## config.mk

```make
export PLATFORM = sky130hd
export DESIGN_NAME = cdc_hs_tx
export DESIGN_NICKNAME = d
export VERILOG_FILES = /design/src/rtl/cdc_hs_tx.sv
export SDC_FILE = /design/constraint.sdc
export NUM_CORES = 1
export LEC_CHECK = 0
export ABC_CLOCK_PERIOD_IN_PS = 1800
export BUFFER_PORTS_ARGS = -buffer_cell sky130_fd_sc_hd__buf_4
export CORE_MARGIN = 1.5
export CORE_UTILIZATION = 40
export DETAILED_ROUTE_END_ITERATION = 12
export PLACE_DENSITY = 0.7
export SETUP_SLACK_MARGIN = 0.15
export SLEW_MARGIN = 15
export SYNTH_ARGS = -nofsm -noshare
export SYNTH_HDL_FRONTEND = slang
export SYNTH_SLANG_ARGS = --single-unit
```

## constraint.sdc

```tcl
create_clock -name in_clk -period 1.8 [get_ports in_clk]
set_input_delay 0.36 -clock in_clk [delete_from_list [all_inputs] [get_ports in_clk]]
set_output_delay 0.36 -clock in_clk [all_outputs]
set_load 0.03 [all_outputs]
```

## src/rtl/cdc_hs_tx.sv

```systemverilog
// Source-domain end of a four-phase req/ack CDC handshake with a 2-flop ack synchronizer.
// Optional ack-timeout monitor enabled by defining CDC_HS_TX_TIMEOUT_EN.
`timescale 1ns/1ps

module cdc_hs_tx #(
  parameter int unsigned DATA_WIDTH     = 32,
  parameter int unsigned TIMEOUT_CYCLES = 1024
) (
  input  logic                  in_clk,
  input  logic                  in_rstn,
  input  logic                  in_valid,
  output logic                  in_ready,
  input  logic [DATA_WIDTH-1:0] in_data,
  output logic                  hs_req,
  output logic [DATA_WIDTH-1:0] hs_data,
  input  logic                  hs_ack,
  output logic                  tx_done,
  output logic                  timeout_err,
  input  logic                  err_clr
);

  localparam logic [1:0] ST_IDLE = 2'd0;
  localparam logic [1:0] ST_REQ  = 2'd1;
  localparam logic [1:0] ST_REL  = 2'd2;

  (* async_reg = "true" *) logic ack_meta_q;
  logic ack_s_q;

  always_ff @(posedge in_clk or negedge in_rstn) begin
    if (!in_rstn) begin
      ack_meta_q <= 1'b0;
      ack_s_q    <= 1'b0;
    end else begin
      ack_meta_q <= hs_ack;
      ack_s_q    <= ack_meta_q;
    end
  end

  logic [1:0]            state_q, state_d;
  logic                  req_q, req_d;
  logic [DATA_WIDTH-1:0] data_q, data_d;
  logic                  ready_q, ready_d;
  logic                  done_q, done_d;
  logic                  accept;

  assign accept = (state_q == ST_IDLE) && in_valid && ready_q;

  always_comb begin
    state_d = state_q;
    req_d   = req_q;
    data_d  = data_q;
    done_d  = 1'b0;
    case (state_q)
      ST_IDLE: begin
        if (accept) begin
          data_d  = in_data;
          req_d   = 1'b1;
          state_d = ST_REQ;
        end
      end
      ST_REQ: begin
        req_d = 1'b1;
        if (ack_s_q) begin
          req_d   = 1'b0;
          state_d = ST_REL;
        end
      end
      ST_REL: begin
        req_d = 1'b0;
        if (!ack_s_q) begin
          done_d  = 1'b1;
          state_d = ST_IDLE;
        end
      end
      default: begin
        req_d   = 1'b0;
        state_d = ST_IDLE;
      end
    endcase
    // Ready is decoded from the next state so it rises together with tx_done.
    ready_d = (state_d == ST_IDLE);
  end

  always_ff @(posedge in_clk or negedge in_rstn) begin
    if (!in_rstn) begin
      state_q <= ST_IDLE;
      req_q   <= 1'b0;
      data_q  <= '0;
      ready_q <= 1'b0;
      done_q  <= 1'b0;
    end else begin
      state_q <= state_d;
      req_q   <= req_d;
      data_q  <= data_d;
      ready_q <= ready_d;
      done_q  <= done_d;
    end
  end

  assign in_ready = ready_q;
  assign hs_req   = req_q;
  assign hs_data  = data_q;
  assign tx_done  = done_q;

`ifdef CDC_HS_TX_TIMEOUT_EN
  localparam int unsigned    CNT_W   = $clog2(TIMEOUT_CYCLES + 1);
  localparam logic [CNT_W-1:0] CNT_MAX = CNT_W'(TIMEOUT_CYCLES);

  logic [CNT_W-1:0] cnt_q, cnt_d;
  logic             err_q, err_d;
  logic             busy, entering, hit;

  assign busy     = (state_q == ST_REQ) || (state_q == ST_REL);
  assign entering = (state_d != state_q) && ((state_d == ST_REQ) || (state_d == ST_REL));

  always_comb begin
    cnt_d = cnt_q;
    hit   = 1'b0;
    if (entering) begin
      cnt_d = '0;
    end else if (busy && (cnt_q != CNT_MAX)) begin
      cnt_d = cnt_q + 1'b1;
      hit   = (cnt_d == CNT_MAX);
    end
    // Set has priority over a simultaneous clear.
    err_d = err_q;
    if (err_clr) err_d = 1'b0;
    if (hit)     err_d = 1'b1;
  end

  always_ff @(posedge in_clk or negedge in_rstn) begin
    if (!in_rstn) begin
      cnt_q <= '0;
      err_q <= 1'b0;
    end else begin
      cnt_q <= cnt_d;
      err_q <= err_d;
    end
  end

  assign timeout_err = err_q;
`else
  localparam int unsigned UNUSED_TIMEOUT_CYCLES = TIMEOUT_CYCLES;
  logic unused_err_clr;
  assign unused_err_clr = err_clr;
  assign timeout_err    = 1'b0;
`endif

endmodule

```

==> key figures, run 1 <==
STA
  • Total negative slack: 0 ps
  • Final Hold Vio Count: 0
  • Setup repair after global routing missed its margin: true
  • Period utilization: 90.16%
  • Highest Clock Rate: 616.2 MHz
  • Pins Over Slew Limit: 0
  • Final critical delay including setup and external delays: 1623 ps
  • Clock skew after layout: 3.712 ps
  • Final setup violating endpoints: 0

Floorplanning
  • FP Rows: 22
  • Standard cell core area: 3771 sq um
  • Vertical extent of the die: 66.75 um
  • Num ports: 73
  • Area enclosed by the die boundary: 4455 sq um
  • Die span in x: 66.75 um
  • Initial core utilization: 43.10%

Power
  • Pwr per Cell Area: 2109 nW/um^2
  • Combinational Power Share: 54.0%
  • Leakage Power: 1.128 nW
  • Clock group share of total power: 13.0%
  • Fraction of power spent switching nets: 38.77%
  • Total design power: 4.772 mW
  • Psw: 1.850 mW
  • Peak supply drop: 1066 uV
  • Internal power: 2.922 mW
  • Sequential Power Share: 33.0%

Yosys
  • Net count after synthesis: 127
  • Synth cell types: 17
  • Top_reg_cell synth: sky130_fd_sc_hd__dfrtp_1
  • Register bit count reported by yosys: 39
  • Ranking of synthesized cells by area: sky130_fd_sc_hd__dfrtp_1, sky130_fd_sc_hd__mux2_4, sky130_fd_sc_hd__buf_12, sky130_fd_sc_hd__mux2_2, sky130_fd_sc_hd__a211oi_1
  • Post-synthesis instance area: 1625 sq um
  • Leading area contributor after synthesis: sky130_fd_sc_hd__dfrtp_1
  • Average footprint of a synthesized cell: 18.06 sq um
  • Proportion of register bits with asynchronous set or reset after synthesis: 100.0%
  • Top cell type's share of synthesized area: 60.05%
  • Gate Count Post-Synth: 90
  • Number of enable-type register cells in the synthesized netlist: 0
  • Share of synthesized area occupied by flip-flops and latches: 60.05%
  • Syn. warnings: 0

Drt
  • Count of routing violations after the opening detailed-route iteration: 35
  • Number of search-and-repair iterations in the first detailed-routing pass: 3
  • Vias after detailed routing: 991
  • Final routed wirelength across all metal layers: 3135 um
  • Via density per instance: 4.653
  • Detail Route Antenna Nets: 0
  • Wire per inst: 14.72 um
  • Detailed-route DRC error count: 0

Final layout
  • Nets@finish: 201
  • Final standard cell utilization of the core: 59.99%
  • Synth-to-Final Area Change: 39.18%
  • Number of inserted filler cells in the final layout: 291
  • Share of layout cells above drive strength 1: 69.09%
  • Count of inserted antenna diode cells: 0
  • Post-Layout Inst Area: 2262 sq um
  • Final Instance Count excl. Fillers: 213

Worst setup path
  • Data arrival at the endpoint of the critical path: 1790 ps
  • Element type at the critical path end: flop
  • Worst r2r dst: hs_data[27]
  • Worst R2R Start: state_q[1]
  • WS Path Type: reg2reg
  • Worst setup endpoint: hs_data[27]
  • Crit Path Max Fanout: 17
  • Critical path startpoint category: flop
  • Cells on worst reg2reg path: 3
  • FF-to-FF setup slack: 180 ps
  • Required time at the worst-slack endpoint: 1970 ps
  • Critical path startpoint: state_q[1]

Placement
  • HPWL after DPL: 2234 um
  • Count of buffers inserted at the top-level ports: 70
  • Area of placed instances: 2162 sq um
  • Global placer's final weighted congestion: 0.6277
  • # placed instances: 205

Clocking
  • Root buffer cell: sky130_fd_sc_hd__clkbuf_8
  • H-tree levels: 2
  • Clock latency on the worst-skew pair: 280 ps
  • CTS Buf Count: 5
  • # resized after CTS: 0
  • Clock tree from TritonCTS: yes
  • Post-CTS Hold Buffers: 0
  • Clock Pin Slew Worst Setup and Hold Paths: 70 ps
  • Maximum clock path buffer count: 2
  • Clock sink total: 39
  • Post-CTS setup repair buffer count: 0

Global routing
  • Overall routing resource usage: 15.06%
  • Pin count of the biggest net entering global routing: 40
  • Wire length of the first global-routing pass: 4926 um
  • Sum of overflow across all layers after global routing: 0
  • Antenna violations before repair: 0
  • Via count of the first global-routing pass: 1021

Outcome
  • Run status: complete, no violations

Hold path
  • Type of the most critical hold path: in2async

Run
  • Count of max-cap constraint violations: 0
## how the worst min path moves through the flow
stage                       end  slack [ps]  depth (start not counted)
floorplan            ack_meta_q          60                          0
global placement     hs_data[8]         340                          1
finish              hs_data[16]          30                          1
global route         hs_data[8]          60                          1
CTS                  hs_data[8]          40                          1
detailed placement      ack_s_q         340                          0
## metal layers
layer	track usage [%]	wire length [um]	up-vias
met4	5.357	21	0
met5	0	0	-
met2	23.63	1496	52
met3	4.392	283	2
li1	-	-	456
met1	19.87	1333	481
## sequential cells by signal (all words and copies together), names as in the netlist
name / flops
ack_meta_q: 1
in_ready: 1
hs_req: 1
state_q: 2
tx_done: 1
ack_s_q: 1
hs_data: 32
## critical path, cell delays in order (launching register included)
cell and delay [ps]:
sky130_fd_sc_hd__dfrtp_1 470, sky130_fd_sc_hd__nor4bb_4 330, sky130_fd_sc_hd__buf_4 360, sky130_fd_sc_hd__mux2_4 340
## Yosys cell counts, types with 2 or more instances
master,count
sky130_fd_sc_hd__dfrtp_1,39
sky130_fd_sc_hd__mux2_2,2
sky130_fd_sc_hd__a211oi_1,2
sky130_fd_sc_hd__buf_12,3
sky130_fd_sc_hd__a21oi_1,2
sky130_fd_sc_hd__buf_4,2
sky130_fd_sc_hd__mux2_4,30
## final cells by class
| type | count | area (sq um) | share of cell area, % |
|---|---|---|---|
| Sequential cell | 39 | 975.9 | 43.14 |
| Multi-Input combinational cell | 45 | 578.1 | 25.55 |
| Timing Repair Buffer | 73 | 548.0 | 24.23 |
| Clock buffer | 8 | 100.1 | 4.425 |
| Tap cell | 48 | 60.06 | 2.655 |
## through the flow
stage          setup slack [ps]  hold slack, ps
2_1_floorplan             269.7           64.41
3_3_place_gp              216.7           336.6
3_5_place_dp              174.9           342.0
4_1_cts                   165.1           44.81
5_1_grt                   100.3           55.25
6_report                  177.2           28.48
## placed cells by master, fill, tap and decap left out
master	n
sky130_fd_sc_hd__a211oi_1	2
sky130_fd_sc_hd__a21oi_1	2
sky130_fd_sc_hd__and2_1	1
sky130_fd_sc_hd__buf_4	73
sky130_fd_sc_hd__clkbuf_1	1
sky130_fd_sc_hd__clkbuf_8	7
sky130_fd_sc_hd__conb_1	1
sky130_fd_sc_hd__dfrtp_1	39
sky130_fd_sc_hd__mux2_2	2
sky130_fd_sc_hd__mux2_4	30
sky130_fd_sc_hd__nand2_1	1
sky130_fd_sc_hd__nand3b_1	1
sky130_fd_sc_hd__nor3b_1	1
sky130_fd_sc_hd__nor4bb_4	1
sky130_fd_sc_hd__o22a_2	1
sky130_fd_sc_hd__or2b_1	1
sky130_fd_sc_hd__xor2_1	1
## power by group through the flow
stage | clock network, mW | logic [mW] | registers (mW)
final | 0.621 | 2.57 | 1.58
after detailed placement | 0 | 2.59 | 1.59
after floorplan | 0 | 1.04 | 2.34
after CTS | 0.646 | 2.60 | 1.58
after global placement | 0 | 2.55 | 1.56
after global routing | 0.689 | 2.69 | 1.64
## cells by family after synthesis
kind of cell / after synthesis / synth area share [%]
AO/OA/AOI/OAI: 5 / 2.155
XOR/XNOR: 1 / 0.5390
buffers and inverters: 6 / 5.312
flip-flops: 39 / 60.05
multiplexers: 32 / 29.10
other: 1 / 0.2307
AND/OR/NAND/NOR: 6 / 2.618
No activity file was read; power rests on OpenSTA's default activity.
==> run 2: changes to the inputs <==
--- a/config.mk
+++ b/config.mk
@@ -9,6 +9,7 @@
 export BUFFER_PORTS_ARGS = -buffer_cell sky130_fd_sc_hd__buf_4
 export CORE_MARGIN = 1.5
 export CORE_UTILIZATION = 40
+export CTS_CLUSTER_DIAMETER = 100
 export DETAILED_ROUTE_END_ITERATION = 12
 export PLACE_DENSITY = 0.7
 export SETUP_SLACK_MARGIN = 0.15
==> constraint.sdc (replaced) <==
create_clock -name in_clk -period 1.8 [get_ports in_clk]
set_input_delay 0.09 -clock in_clk [delete_from_list [all_inputs] [get_ports in_clk]]
set_output_delay 0.09 -clock in_clk [all_outputs]
set_load 0.03 [all_outputs]
==> key figures, run 2 (same netlist as run 1, synthesis figures left out) <==
Worst setup path
  • Element type at the critical path end: flop (unchanged)
  • Data arrival at the endpoint of the critical path: 1730 ps (was 1790 ps)
  • Crit Path Max Fanout: 7 (was 17)
  • Critical path startpoint category: flop (unchanged)
  • Required time at the worst-slack endpoint: 1960 ps (was 1970 ps)
  • WS Path Type: reg2reg (unchanged)

Final layout
  • Nets@finish: 205 (was 201)
  • Final Instance Count excl. Fillers: 215 (was 213)
  • Number of flip-flops under the largest register name: 32 (unchanged)
  • Commonest cells after routing, fill and taps aside: sky130_fd_sc_hd__buf_4, sky130_fd_sc_hd__dfrtp_1, sky130_fd_sc_hd__mux2_4, sky130_fd_sc_hd__clkbuf_8 (unchanged)
  • Synth-to-Final Area Change: 40.34% (was 39.18%)
  • Final standard cell utilization of the core: 60.48% (was 59.99%)
  • Share of layout cells above drive strength 1: 68.26% (was 69.09%)
  • Count of inserted antenna diode cells: 0 (unchanged)
  • Post-Layout Inst Area: 2281 sq um (was 2262 sq um)
  • Most common cell after layout, fill and taps aside: sky130_fd_sc_hd__buf_4 (unchanged)

Clocking
  • Maximum clock path buffer count: 2 (unchanged)
  • Clock sink total: 39 (unchanged)
  • H-tree levels: 2 (unchanged)
  • Clock latency on the worst-skew pair: 270 ps (was 280 ps)
  • CTS Buf Count: 5 (unchanged)
  • Clock tree from TritonCTS: yes (unchanged)
  • Clock Pin Slew Worst Setup and Hold Paths: 60 ps (was 70 ps)
  • Root buffer cell: sky130_fd_sc_hd__clkbuf_8 (unchanged)

Drt
  • Highest layer used for signal routing: met4 (unchanged)
  • Final routed wirelength across all metal layers: 3105 um (was 3135 um)
  • Vias after detailed routing: 994 (was 991)
  • Number of search-and-repair iterations in the first detailed-routing pass: 4 (was 3)
  • Wire per inst: 14.44 um (was 14.72 um)
  • Met3 routed wirelength: 323 um (was 283 um)
  • Via density per instance: 4.623 (was 4.653)
  • Count of routing violations after the opening detailed-route iteration: 16 (was 35)
  • Detail Route Antenna Nets: 0 (unchanged)
  • Routed met1 length: 1245 um (was 1333 um)
  • Detailed-route DRC error count: 0 (unchanged)
  • Metal2 WL: 1511 um (was 1496 um)

Floorplanning
  • Vertical extent of the die: 66.75 um (unchanged)
  • Initial core utilization: 43.10% (unchanged)
  • Num ports: 73 (unchanged)
  • Die span in x: 66.75 um (unchanged)
  • FP Rows: 22 (unchanged)
  • Standard cell core area: 3771 sq um (unchanged)
  • Area enclosed by the die boundary: 4455 sq um (unchanged)

Global routing
  • Antenna violations before repair: 0 (unchanged)
  • Wire length of the first global-routing pass: 4926 um (unchanged)
  • Via count of the first global-routing pass: 1026 (was 1021)
  • Overall routing resource usage: 15.03% (was 15.06%)
  • Pin count of the biggest net entering global routing: 40 (unchanged)
  • Sum of overflow across all layers after global routing: 0 (unchanged)

STA
  • Period utilization: 87.20% (was 90.16%)
  • Final-layout worst hold slack: 39.32 ps (was 28.48 ps)
  • Final critical delay including setup and external delays: 1570 ps (was 1623 ps)
  • Total negative slack: 0 ps (unchanged)
  • Pins Over Slew Limit: 0 (unchanged)
  • Clock skew after layout: 2.002 ps (was 3.712 ps)
  • Final Hold Vio Count: 0 (unchanged)
  • Final setup violating endpoints: 0 (unchanged)
  • Highest Clock Rate: 637.1 MHz (was 616.2 MHz)
  • Setup repair after global routing missed its margin: false (was true)

Power
  • Fraction of power spent switching nets: 39.00% (was 38.77%)
  • Sequential Power Share: 33.4% (was 33.0%)
  • Internal power: 2.869 mW (was 2.922 mW)
  • Psw: 1.835 mW (was 1.850 mW)
  • Leakage Power: 1.135 nW (was 1.128 nW)
  • Pwr per Cell Area: 2062 nW/um^2 (was 2109 nW/um^2)
  • Peak supply drop: 1056 uV (was 1066 uV)
  • Clock group share of total power: 10.8% (was 13.0%)
  • Combinational Power Share: 55.8% (was 54.0%)

Placement
  • Area of placed instances: 2162 sq um (unchanged)
  • Global placer's final weighted congestion: 0.6284 (was 0.6277)
  • # placed instances: 205 (unchanged)
  • Count of buffers inserted at the top-level ports: 70 (unchanged)

Hold path
  • Type of the most critical hold path: in2reg (was in2async)

Outcome
  • Run status: complete, no violations (unchanged)

Run
  • Count of max-cap constraint violations: 0 (unchanged)
-- run 2: cell types whose count changed in the layout (fill, tap and decap cells not counted) --
cell / change
sky130_fd_sc_hd__buf_4: -1
sky130_fd_sc_hd__clkbuf_8: -2
sky130_fd_sc_hd__clkbuf_4: +1
sky130_fd_sc_hd__dlygate4sd3_1: +2
sky130_fd_sc_hd__buf_8: +1
sky130_fd_sc_hd__buf_6: +1
-- run 2: layer usage --
layer | global-route usage [%] | vias up
li1 | - | 461
met2 | 24.63 | 53
met4 | 5.357 | 0
met3 | 5.236 | 3
met1 | 18.31 | 477
met5 | 0 | -
-- run 2: timing repair --
item	4_1_cts	5_1_grt
hold buffers	2	0
buffers inserted	0	1
gates resized for setup	0	4
endpoints found under the setup margin	0	32
hold endpoints to repair	40	0
-- run 2: cell type report --
type | instances | area [sq um]
clock buffers | 6 | 72.57
flip-flops and latches | 39 | 975.9
multi-input cells | 45 | 578.1
well taps | 48 | 60.06
repair buffers | 77 | 594.3
fillers | 308 | 1490
-- run 2: power groups by stage --
stage | logic [mW] | registers [mW] | clock network [mW]
floorplan | 1.04 | 2.34 | 0
global placement | 2.55 | 1.56 | 0
global route | 2.77 | 1.63 | 0.582
finish | 2.63 | 1.57 | 0.507
CTS | 2.60 | 1.58 | 0.537
detailed placement | 2.59 | 1.58 | 0
-- run 2: worst paths after layout --
kind | startpoint | end | slack [ps] | depth (start not counted)
worst min register to register | ack_meta_q | ack_s_q | 350 | 0
worst max-delay path | state_q[1] | hs_data[3] | 230 | 4
max in group asynchronous | in_rstn | tx_done | 1150 | 2
worst max register to register | state_q[1] | hs_data[3] | 230 | 4
min in group asynchronous | in_rstn | hs_data[15] | 330 | 2
worst min-delay path | in_data[0] | hs_data[0] | 40 | 2
-- run 2: worst max-delay path, cell delays in order, from the launching register on --
cell	delay, ps
sky130_fd_sc_hd__dfrtp_1	470
sky130_fd_sc_hd__nor4bb_4	280
sky130_fd_sc_hd__buf_4	170
sky130_fd_sc_hd__clkbuf_4	220
sky130_fd_sc_hd__mux2_4	310
-- run 2: through the flow --
stage                     worst slack, ps  total power, mW
after global routing                162.2            4.980
after floorplan                     269.7            3.372
after CTS                           165.7            4.717
after detailed placement            172.7            4.167
after global placement              216.6            4.105
final                               230.4            4.704
